--- config.mk ---
export PLATFORM = sky130hd
export DESIGN_NAME = sad_engine_flat
export DESIGN_NICKNAME = d
export VERILOG_FILES = /design/src/rtl/sad_pkg.sv /design/src/rtl/sad_engine_if.sv /design/src/rtl/sad_absdiff.sv /design/src/rtl/sad_engine.sv /design/src/flat_wrapper.sv
export SDC_FILE = /design/constraint.sdc
export NUM_CORES = 1
export LEC_CHECK = 0
export CAP_MARGIN = 25
export CORE_AREA = 2 2 143 145
export DETAILED_ROUTE_END_ITERATION = 16
export DIE_AREA = 0 0 145 147
export MAX_ROUTING_LAYER = met4
export PLACE_DENSITY = 0.83
export SETUP_SLACK_MARGIN = 0.3
export SKIP_CTS_REPAIR_TIMING = 1
export SYNTH_ARGS = -nofsm -noshare
export SYNTH_HDL_FRONTEND = slang
export SYNTH_SLANG_ARGS = --single-unit
--- constraint.sdc ---
create_clock -name clk -period 3.95 [get_ports clk]
set_input_delay 0.9875 -clock clk [delete_from_list [all_inputs] [get_ports clk]]
set_output_delay 0.9875 -clock clk [all_outputs]
set_load 0.02 [all_outputs]
--- src/rtl/sad_pkg.sv ---
// Shared constants and FSM state type for the SAD engine and its pipeline stages.
package sad_pkg;

  localparam int N_MAX     = 256;
  localparam int ADDR_W    = 9;
  localparam int DATA_W    = 32;
  localparam int ACC_W     = 40;
  localparam int DRAIN_LEN = 2;

  typedef enum logic [1:0] {
    IDLE,
    RUN,
    DRAIN,
    DONE
  } state_e;

endpackage

--- src/rtl/sad_engine_if.sv ---
// Control and ROM bundle between the SAD engine and whatever drives it.
// The master side issues start/len and also serves the combinational ROM data.
interface sad_engine_if;
  import sad_pkg::*;

  logic              start;
  logic [ADDR_W-1:0] len;
  logic [ADDR_W-1:0] rom_addr;
  logic [DATA_W-1:0] rom_data_a;
  logic [DATA_W-1:0] rom_data_b;
  logic              busy;
  logic              done;
  logic [ACC_W-1:0]  sad;

  modport master (
    output start, len, rom_data_a, rom_data_b,
    input  rom_addr, busy, done, sad
  );

  modport slave (
    input  start, len, rom_data_a, rom_data_b,
    output rom_addr, busy, done, sad
  );

endinterface

--- src/rtl/sad_absdiff.sv ---
// Registered absolute-difference stage: |a - b| of two signed words, one cycle latency.
module sad_absdiff
  import sad_pkg::*;
(
  input  logic              clk,
  input  logic              rst,
  input  logic [DATA_W-1:0] a,
  input  logic [DATA_W-1:0] b,
  input  logic              valid_in,
  output logic [DATA_W-1:0] absdiff,
  output logic              valid_out
);

  logic signed [DATA_W:0] diff;
  logic [DATA_W-1:0]      absdiff_d;
  logic [DATA_W-1:0]      absdiff_q;
  logic                   valid_q;

  // One extra bit keeps the difference exact; its magnitude always fits in DATA_W bits.
  always_comb begin
    diff      = $signed({a[DATA_W-1], a}) - $signed({b[DATA_W-1], b});
    absdiff_d = diff[DATA_W] ? DATA_W'(-diff) : DATA_W'(diff);
  end

  // NOTE: only the valid bit is reset; the data word is qualified by it and needs no reset.
  always_ff @(posedge clk) begin
    absdiff_q <= absdiff_d;
  end

  always_ff @(posedge clk) begin
    if (rst) valid_q <= 1'b0;
    else     valid_q <= valid_in;
  end

  assign absdiff   = absdiff_q;
  assign valid_out = valid_q;

endmodule

--- src/rtl/sad_engine.sv ---
// Sum-of-absolute-differences engine: sweeps the dual-output ROM for L elements
// through a 3-stage pipeline (capture, |A-B|, accumulate) and pulses done with the result.
module sad_engine
  import sad_pkg::*;
(
  input  logic         clk,
  input  logic         rst,
  sad_engine_if.slave  bus
);

  state_e            state_q;
  logic [ADDR_W-1:0] len_q;
  logic [ADDR_W-1:0] len_clamped;
  logic [ADDR_W-1:0] rom_addr_q;
  logic [1:0]        drain_q;
  logic              busy_q;
  logic              done_q;
  logic [ACC_W-1:0]  sad_q;
  logic [ACC_W-1:0]  acc_q;
  logic [ACC_W-1:0]  acc_d;

  logic [DATA_W-1:0] s1_a_q;
  logic [DATA_W-1:0] s1_b_q;
  logic              s1_valid_q;
  logic [DATA_W-1:0] s2_absdiff;
  logic              s2_valid;

  assign len_clamped = (bus.len > ADDR_W'(N_MAX)) ? ADDR_W'(N_MAX) : bus.len;

  always_comb begin
    acc_d = acc_q;
    if (s2_valid) acc_d = acc_q + ACC_W'(s2_absdiff);
  end

  always_ff @(posedge clk) begin
    s1_a_q <= bus.rom_data_a;
    s1_b_q <= bus.rom_data_b;
  end

  sad_absdiff u_absdiff (
    .clk       (clk),
    .rst       (rst),
    .a         (s1_a_q),
    .b         (s1_b_q),
    .valid_in  (s1_valid_q),
    .absdiff   (s2_absdiff),
    .valid_out (s2_valid)
  );

  // NOTE: all state here uses non-blocking assignments so every register sees pre-edge values.
  always_ff @(posedge clk) begin
    if (rst) begin
      state_q    <= IDLE;
      len_q      <= '0;
      rom_addr_q <= '0;
      drain_q    <= '0;
      busy_q     <= 1'b0;
      done_q     <= 1'b0;
      sad_q      <= '0;
      acc_q      <= '0;
      s1_valid_q <= 1'b0;
    end else begin
      done_q     <= 1'b0;
      acc_q      <= acc_d;
      s1_valid_q <= (state_q == RUN);
      unique case (state_q)
        IDLE: begin
          if (bus.start) begin
            len_q      <= len_clamped;
            acc_q      <= '0;
            rom_addr_q <= '0;
            busy_q     <= 1'b1;
            if (len_clamped == '0) begin
              state_q <= DONE;
              done_q  <= 1'b1;
              sad_q   <= '0;
            end else begin
              state_q <= RUN;
            end
          end
        end
        RUN: begin
          if (rom_addr_q == len_q - ADDR_W'(1)) begin
            state_q    <= DRAIN;
            rom_addr_q <= '0;
            drain_q    <= '0;
          end else begin
            rom_addr_q <= rom_addr_q + ADDR_W'(1);
          end
        end
        DRAIN: begin
          // The last element reaches the accumulator on this edge, so publish acc_d.
          if (drain_q == 2'(DRAIN_LEN - 1)) begin
            state_q <= DONE;
            done_q  <= 1'b1;
            sad_q   <= acc_d;
          end else begin
            drain_q <= drain_q + 2'd1;
          end
        end
        DONE: begin
          state_q <= IDLE;
          busy_q  <= 1'b0;
        end
        default: state_q <= IDLE;
      endcase
    end
  end

  assign bus.rom_addr = rom_addr_q;
  assign bus.busy     = busy_q;
  assign bus.done     = done_q;
  assign bus.sad      = sad_q;

endmodule

--- src/flat_wrapper.sv ---
// flat-port wrapper written by rule: the top's interface ports become plain ports
module sad_engine_flat import sad_pkg::*;
  (clk, rst, bus_start, bus_len, bus_rom_data_a, bus_rom_data_b, bus_rom_addr, bus_busy, bus_done, bus_sad);
  sad_engine_if bus_i ();
  input  logic clk;
  input  logic rst;
  input wire logic [$bits(bus_i.start)-1:0] bus_start;
  input wire logic [$bits(bus_i.len)-1:0] bus_len;
  input wire logic [$bits(bus_i.rom_data_a)-1:0] bus_rom_data_a;
  input wire logic [$bits(bus_i.rom_data_b)-1:0] bus_rom_data_b;
  output wire logic [$bits(bus_i.rom_addr)-1:0] bus_rom_addr;
  output wire logic [$bits(bus_i.busy)-1:0] bus_busy;
  output wire logic [$bits(bus_i.done)-1:0] bus_done;
  output wire logic [$bits(bus_i.sad)-1:0] bus_sad;
  assign bus_i.start = bus_start;
  assign bus_i.len = bus_len;
  assign bus_i.rom_data_a = bus_rom_data_a;
  assign bus_i.rom_data_b = bus_rom_data_b;
  assign bus_rom_addr = bus_i.rom_addr;
  assign bus_busy = bus_i.busy;
  assign bus_done = bus_i.done;
  assign bus_sad = bus_i.sad;
  sad_engine u_core (.clk(clk), .rst(rst), .bus(bus_i));
endmodule
* Word level (Yosys, flattened, before mapping)
Index checks and enable logic that the tools add are counted.
** Operators by class
- Add/sub/neg operators :: 6
- $lt $le $gt $ge :: 1
- Eq/ne operators :: 10
- Mux-type cells :: 26
- Reductions and logical operators :: 12
** Operator list (count)
- 40-bit 2-to-1 mux :: 6
- 40-bit case mux with 2 select lines :: 1
- 40-bit by 32-bit adder with 40-bit output :: 1
- 32-bit by 32-bit subtractor with 33-bit output :: 1
- 32-bit 2-to-1 mux :: 1
- 32-bit negator :: 1
- 9-bit 2-to-1 mux :: 3
- 9-bit case mux with 2 select lines :: 1
- 2-bit 2-to-1 mux :: 6
- 9-bit by 1-bit adder with 9-bit output, second input constant :: 1
- 9-bit == test :: 1
- 9-bit greater-than comparator, second input constant :: 1
- 9-bit zero test :: 1
- 9-bit by 1-bit subtractor with 9-bit output, second input constant :: 1
- 2-bit case mux with 4 select lines :: 1
- 2-bit nonzero test :: 4
- 2-bit != test, second input constant :: 3
- 2-bit AND reduction :: 3
- 3-bit AND reduction :: 2
- 2-bit by 1-bit == test with 1-bit output, second input constant :: 2
- 2-bit == test, second input constant :: 2
- 1-bit 2-to-1 mux :: 4
- 2-bit by 1-bit != test with 1-bit output, second input constant :: 2
- 1-bit case mux with 2 select lines :: 2
- 4 further kinds :: 4
** Word-level totals
- Register bits after elaboration :: 202
- Input port bits :: 76
- Output and inout port bits :: 51
- Word-level logic and storage cells :: 68

* Logic depth before layout (Yosys ltp)
- Word-level depth :: 6
- Gate-level depth with buffers :: 16
- Gate-level depth less buffers :: 15

* Modules after synthesis
From an unflattened synthesis, not the netlist that was laid out.
** Unflattened totals
- Cells, all modules :: 1288
- Area, all modules :: 10950.5 um2
** Modules (own cells, without submodules)
- sad_engine :: instances 1, cells an instance 854, area an instance 7663.6 um2, seq. area each 3383.2 um2
- sad_absdiff :: instances 1, cells an instance 434, area an instance 3286.9 um2, seq. area each 660.6 um2

* Worst setup path before layout
Ideal clock, no wire load.
- Path type :: reg-to-reg
- From :: register u_core.s1_a_q[0]
- To :: register u_core.u_absdiff.absdiff_q[30] (netlist: u_core.u_absdiff.absdiff[30])
- Library setup time :: 126 ps
- Arrival :: 3097 ps
- Data required time :: 3824 ps
- Setup slack :: 726 ps
- Cell stages (with the launch flop) :: 15
- Buffers on the path :: 0
- Period minus slack after synthesis :: 3224 ps
- Cells stage by stage :: dfxtp_1 > inv_1 > ha_1 > inv_1 > fa_1 > a211oi_2 > or2_2 > nand2_1 > a41oi_2 > xor2_1 > nand3_1 > or4_4 > nor4b_4 > a21oi_2 > xor2_1
** On the way
- Cells in the longest elaborated chain, start to end :: 3
** Ends and longest elaborated chain
- start: declaration :: RTL line sad_engine.sv:22 : logic [DATA_W-1:0] s1_a_q;
- start signal: assignment :: RTL line sad_engine.sv:36 : s1_a_q <= bus.rom_data_a;
- 32-bit by 32-bit subtractor with 33-bit output * :: RTL line sad_absdiff.sv:21 : diff = $signed({a[DATA_W-1], a}) - $signed({b[DATA_W-1], b});
- 32-bit negator :: RTL line sad_absdiff.sv:22 : absdiff_d = diff[DATA_W] ? DATA_W'(-diff) : DATA_W'(diff);
- 32-bit 2-to-1 mux * :: RTL line sad_absdiff.sv:22
- net u_core.u_absdiff.absdiff_d[30] :: RTL line sad_absdiff.sv:15 : logic [DATA_W-1:0] absdiff_d;
- end signal: assignment :: RTL line sad_absdiff.sv:27 : absdiff_q <= absdiff_d;
- end: declaration :: RTL line sad_absdiff.sv:16 : logic [DATA_W-1:0] absdiff_q;
Mark *: on every way through the listed nets, which the timed path passes. The rest lies on a longest branch.
A chain may end at the register's enable or synchronous reset.

* Worst setup path in the final report
Same ends and word-level chain as after synthesis.

==> results.md <==
* Status: complete, no violations
* Vias after detailed routing at 8870
* Dominant cells by area after synthesis: dfxtp_1 38%, ha_1 8.4%, xnor2_1 5.8%, nor2_1 5.3%, a21oi_1 3.5%
* Total Wirelength at 23.1 mm
* Kind of critical path: flip-flop to flip-flop
* Slew headroom at 0.430
* Net Sw Frac at 0.325
* Core Rows at 52
* Synthesized flop and latch total at 202
* Post-Syn Nets at 1371
* P_int at 4.32 mW
* Mapped Area at 10700 sq um
* Crit-path max cell delay at 0.48 ns
* First-pass GRT wire length at 38.6 mm
* Inserted Clock Buffers at 22
* Synth area leader: dfxtp_1
* Num Clock Sinks at 202
* EDFF count, synth at 0
* Final net count at 1488
* Unrepaired setup endpoints after global routing: yes
* Min Tclk post-route at 3.50 ns
* Crit Path Max Fanout at 5
* Depth of the CTS H-tree at 1
* Slew Viols, Final at 0
* CTS tree: done
* Drt wl/cell at 14.2 um
* CORE AREA at 19800 sq um
* Drt via density at 5.47
* Max VDD drop at 0.449 mV
* Root buf cell: clkbuf_16
* DRT antenna net count at 0
* Die H at 147 um
* Power Dens Cells at 492 nW/um^2
* Sw Pwr at 2.08 mW
* Area grow syn2layout at 21.3%
* CP required at 4.32 ns
* Hold Crit Depth at 2
* Final hold violation count at 0
* Max Fclk at 286 MHz
* Remaining DRCs at 0
* Syn Inst Count at 1221
* Min-Delay Path Class: flip-flop to flip-flop
* GRT Resource Usage Total at 0.217
* Setup TNS at 0 ns
* Most used DFF post-synth: dfxtp_1
* Sequential power share at 0.372
* Tcrit/Tclk final at 0.886
* CP startpoint kind: flip-flop
* I/O Pins at 127
* GRT Residual Overflow at 0
* DIE AREA at 21300 sq um
* Fin Hold WS at 0.445 ns
* CTS clock-pin slew for the worst setup and hold paths at 0.06 ns
* Clock latency at the later pin of the worst-skew pair at 0.50 ns
* Yosys top cell area share at 0.377
* Worst Setup End Kind: flip-flop
* Arrival @ worst endpoint at 3.87 ns
* Synthesis warning total at 0
* Clock Power Share at 0.320
* Post-synthesis async set-or-reset flop share at 0
* Starting DRT DRC Count at 471
* Library cells used by synthesis at 86
* Register area share after synthesis at 0.377
* Hpwl dp at 17.1 mm
* Port bufs at 126
* Vias in the first global route at 8349
* Critical Path, Cell by Cell: inv_1 -> ha_1 -> inv_1 -> fa_2 -> a211oi_2 -> or2_4 -> nand2_1 -> a41oi_2 -> a211oi_1 -> inv_2 -> nand4b_4 -> or4_4 -> nor4b_4 -> buf_4 -> a21oi_2 -> xor2_1
* Max-cap violations at 0
* Gate power share at 0.307
* Largest net degree at the start of global routing at 41
* Worst slew pin tran at 0.849 ns
* Post-layout util at 0.655
* Final setup viols at 0
* Antenna violations before repair at 0
* Reg2Reg Depth at 16
* Initial Utilization at 0.540
* Antenna diode instance count at 0
* Slowest CP cell: or4_4
* TritonRoute pass-1 iters at 6
* Share of layout cells above drive strength 1 at 0.0761
* Total power at 6.40 mW
* Mean Syn Cell Area at 8.78 sq um
* Clock Skew at 0.00799 ns
* Max Root-Sink Buffers at 3
* Final RePlAce weighted congestion at 0.911
* Leakage power figure at 5.37 nW
* Die X-Extent at 145 um
* Most common cell on crit path: inv_1
-- final cells by class --
cell class,instances,area (sq um)
clock buffer,32,679
clock inverter,7,67.6
fill,1640,6840
inverter,61,229
multi-input combinational,914,6300
sequential,202,4050
tap,270,338
timing repair buffer,137,1350
-- worst max-delay path, delay by kind of cell, from the launching register on --
| family | cells | cell delay, ns |
|---|---|---|
| AO/OA/AOI/OAI | 4 | 0.86 |
| XOR/XNOR | 1 | 0.15 |
| adder cells (fa/ha/maj) | 2 | 0.52 |
| buffers and inverters | 4 | 0.41 |
| flip-flops | 1 | 0.30 |
| AND/OR/NAND/NOR | 5 | 1.15 |
-- state kept, by name, summed over array words and instances (netlist names) --
signal / count
u_core.acc_q: 40
u_core.bus.busy: 1
u_core.bus.done: 1
u_core.bus.rom_addr: 9
u_core.bus.sad: 40
u_core.drain_q: 2
u_core.len_q: 9
u_core.s1_a_q: 32
u_core.s1_b_q: 32
u_core.s1_valid_q: 1
u_core.state_q: 2
u_core.u_absdiff.absdiff: 32
u_core.u_absdiff.valid_out: 1
-- through the flow --
stage                     setup slack [ns]  instances  area (sq um)
after floorplan                      0.726       1221         10700
after global placement               0.535       1582         12200
after detailed placement             0.376       1582         12200
after CTS                            0.354       1621         12900
after global routing                 0.271       1623         13000
final                                0.451       1623         13000
-- path summary, 6_finish.rpt --
path                      startpoint                            to  slack [ns]
hold / removal    u_core.bus.sad[37]            u_core.bus.sad[37]        0.45
setup reg to reg    u_core.s1_a_q[0]  u_core.u_absdiff.absdiff[30]        0.45
hold reg to reg   u_core.bus.sad[37]            u_core.bus.sad[37]        0.45
setup / recovery    u_core.s1_a_q[0]  u_core.u_absdiff.absdiff[30]        0.45
-- synth_stat cells, types with 8 or more instances --
library cell and number:
dfxtp_1 202, nor2_1 152, nand2_1 92, a21oi_1 76
ha_1 72, xnor2_1 71, inv_1 60, o21ai_0 57
xor2_1 39, a21o_1 38, clkbuf_1 30, mux2i_1 27
nand3_1 26, nor3_1 24, a211oi_1 18, o21ai_1 17
nor2b_1 14, a21oi_2 11, and3_1 11, nand4_1 11
nand2b_1 10, o211ai_1 10, o21a_1 8
-- layer usage --
| layer | up-vias | global-route usage | wire (um) |
|---|---|---|---|
| met5 | - | - | 0 |
| met4 | 0 | 0.0802 | 687 |
| met3 | 53 | 0.0335 | 1190 |
| met2 | 255 | 0.348 | 10500 |
| met1 | 4047 | 0.280 | 10700 |
| li1 | 4515 | - | - |
-- cell families after synthesis --
logic type / share of synthesized area
AOI/OAI and AO/OA: 0.199
xor gates and xnor gates: 0.0929
adders and majority gates: 0.0877
buffers and inverters: 0.0400
DFF: 0.377
muxes: 0.0262
and+or+nand+nor: 0.177
-- power groups by stage --
stage               clock, mW  sequential, mW  combinational (mW)
floorplan                   0            2.38                1.50
global placement            0            2.41                1.87
global route             2.19            2.40                2.17
CTS                      2.10            2.38                1.93
detailed placement          0            2.42                1.91
finish                   2.05            2.38                1.97
-- placed cells by master, fill, tap and decap left out, types with 18 or more instances in the layout --
cell | synthesis | layout
a21o_1 | 38 | 38
a21oi_1 | 76 | 76
clkbuf_16 | 0 | 23
clkdlybuf4s50_1 | 0 | 126
dfxtp_1 | 202 | 201
ha_1 | 72 | 72
inv_1 | 60 | 60
mux2i_1 | 27 | 27
nand2_1 | 92 | 92
nand3_1 | 26 | 25
nor2_1 | 152 | 152
nor3_1 | 24 | 24
o21ai_0 | 57 | 56
o21ai_1 | 17 | 18
xnor2_1 | 71 | 71
xor2_1 | 39 | 38
No activity file was read; power rests on OpenSTA's default activity.
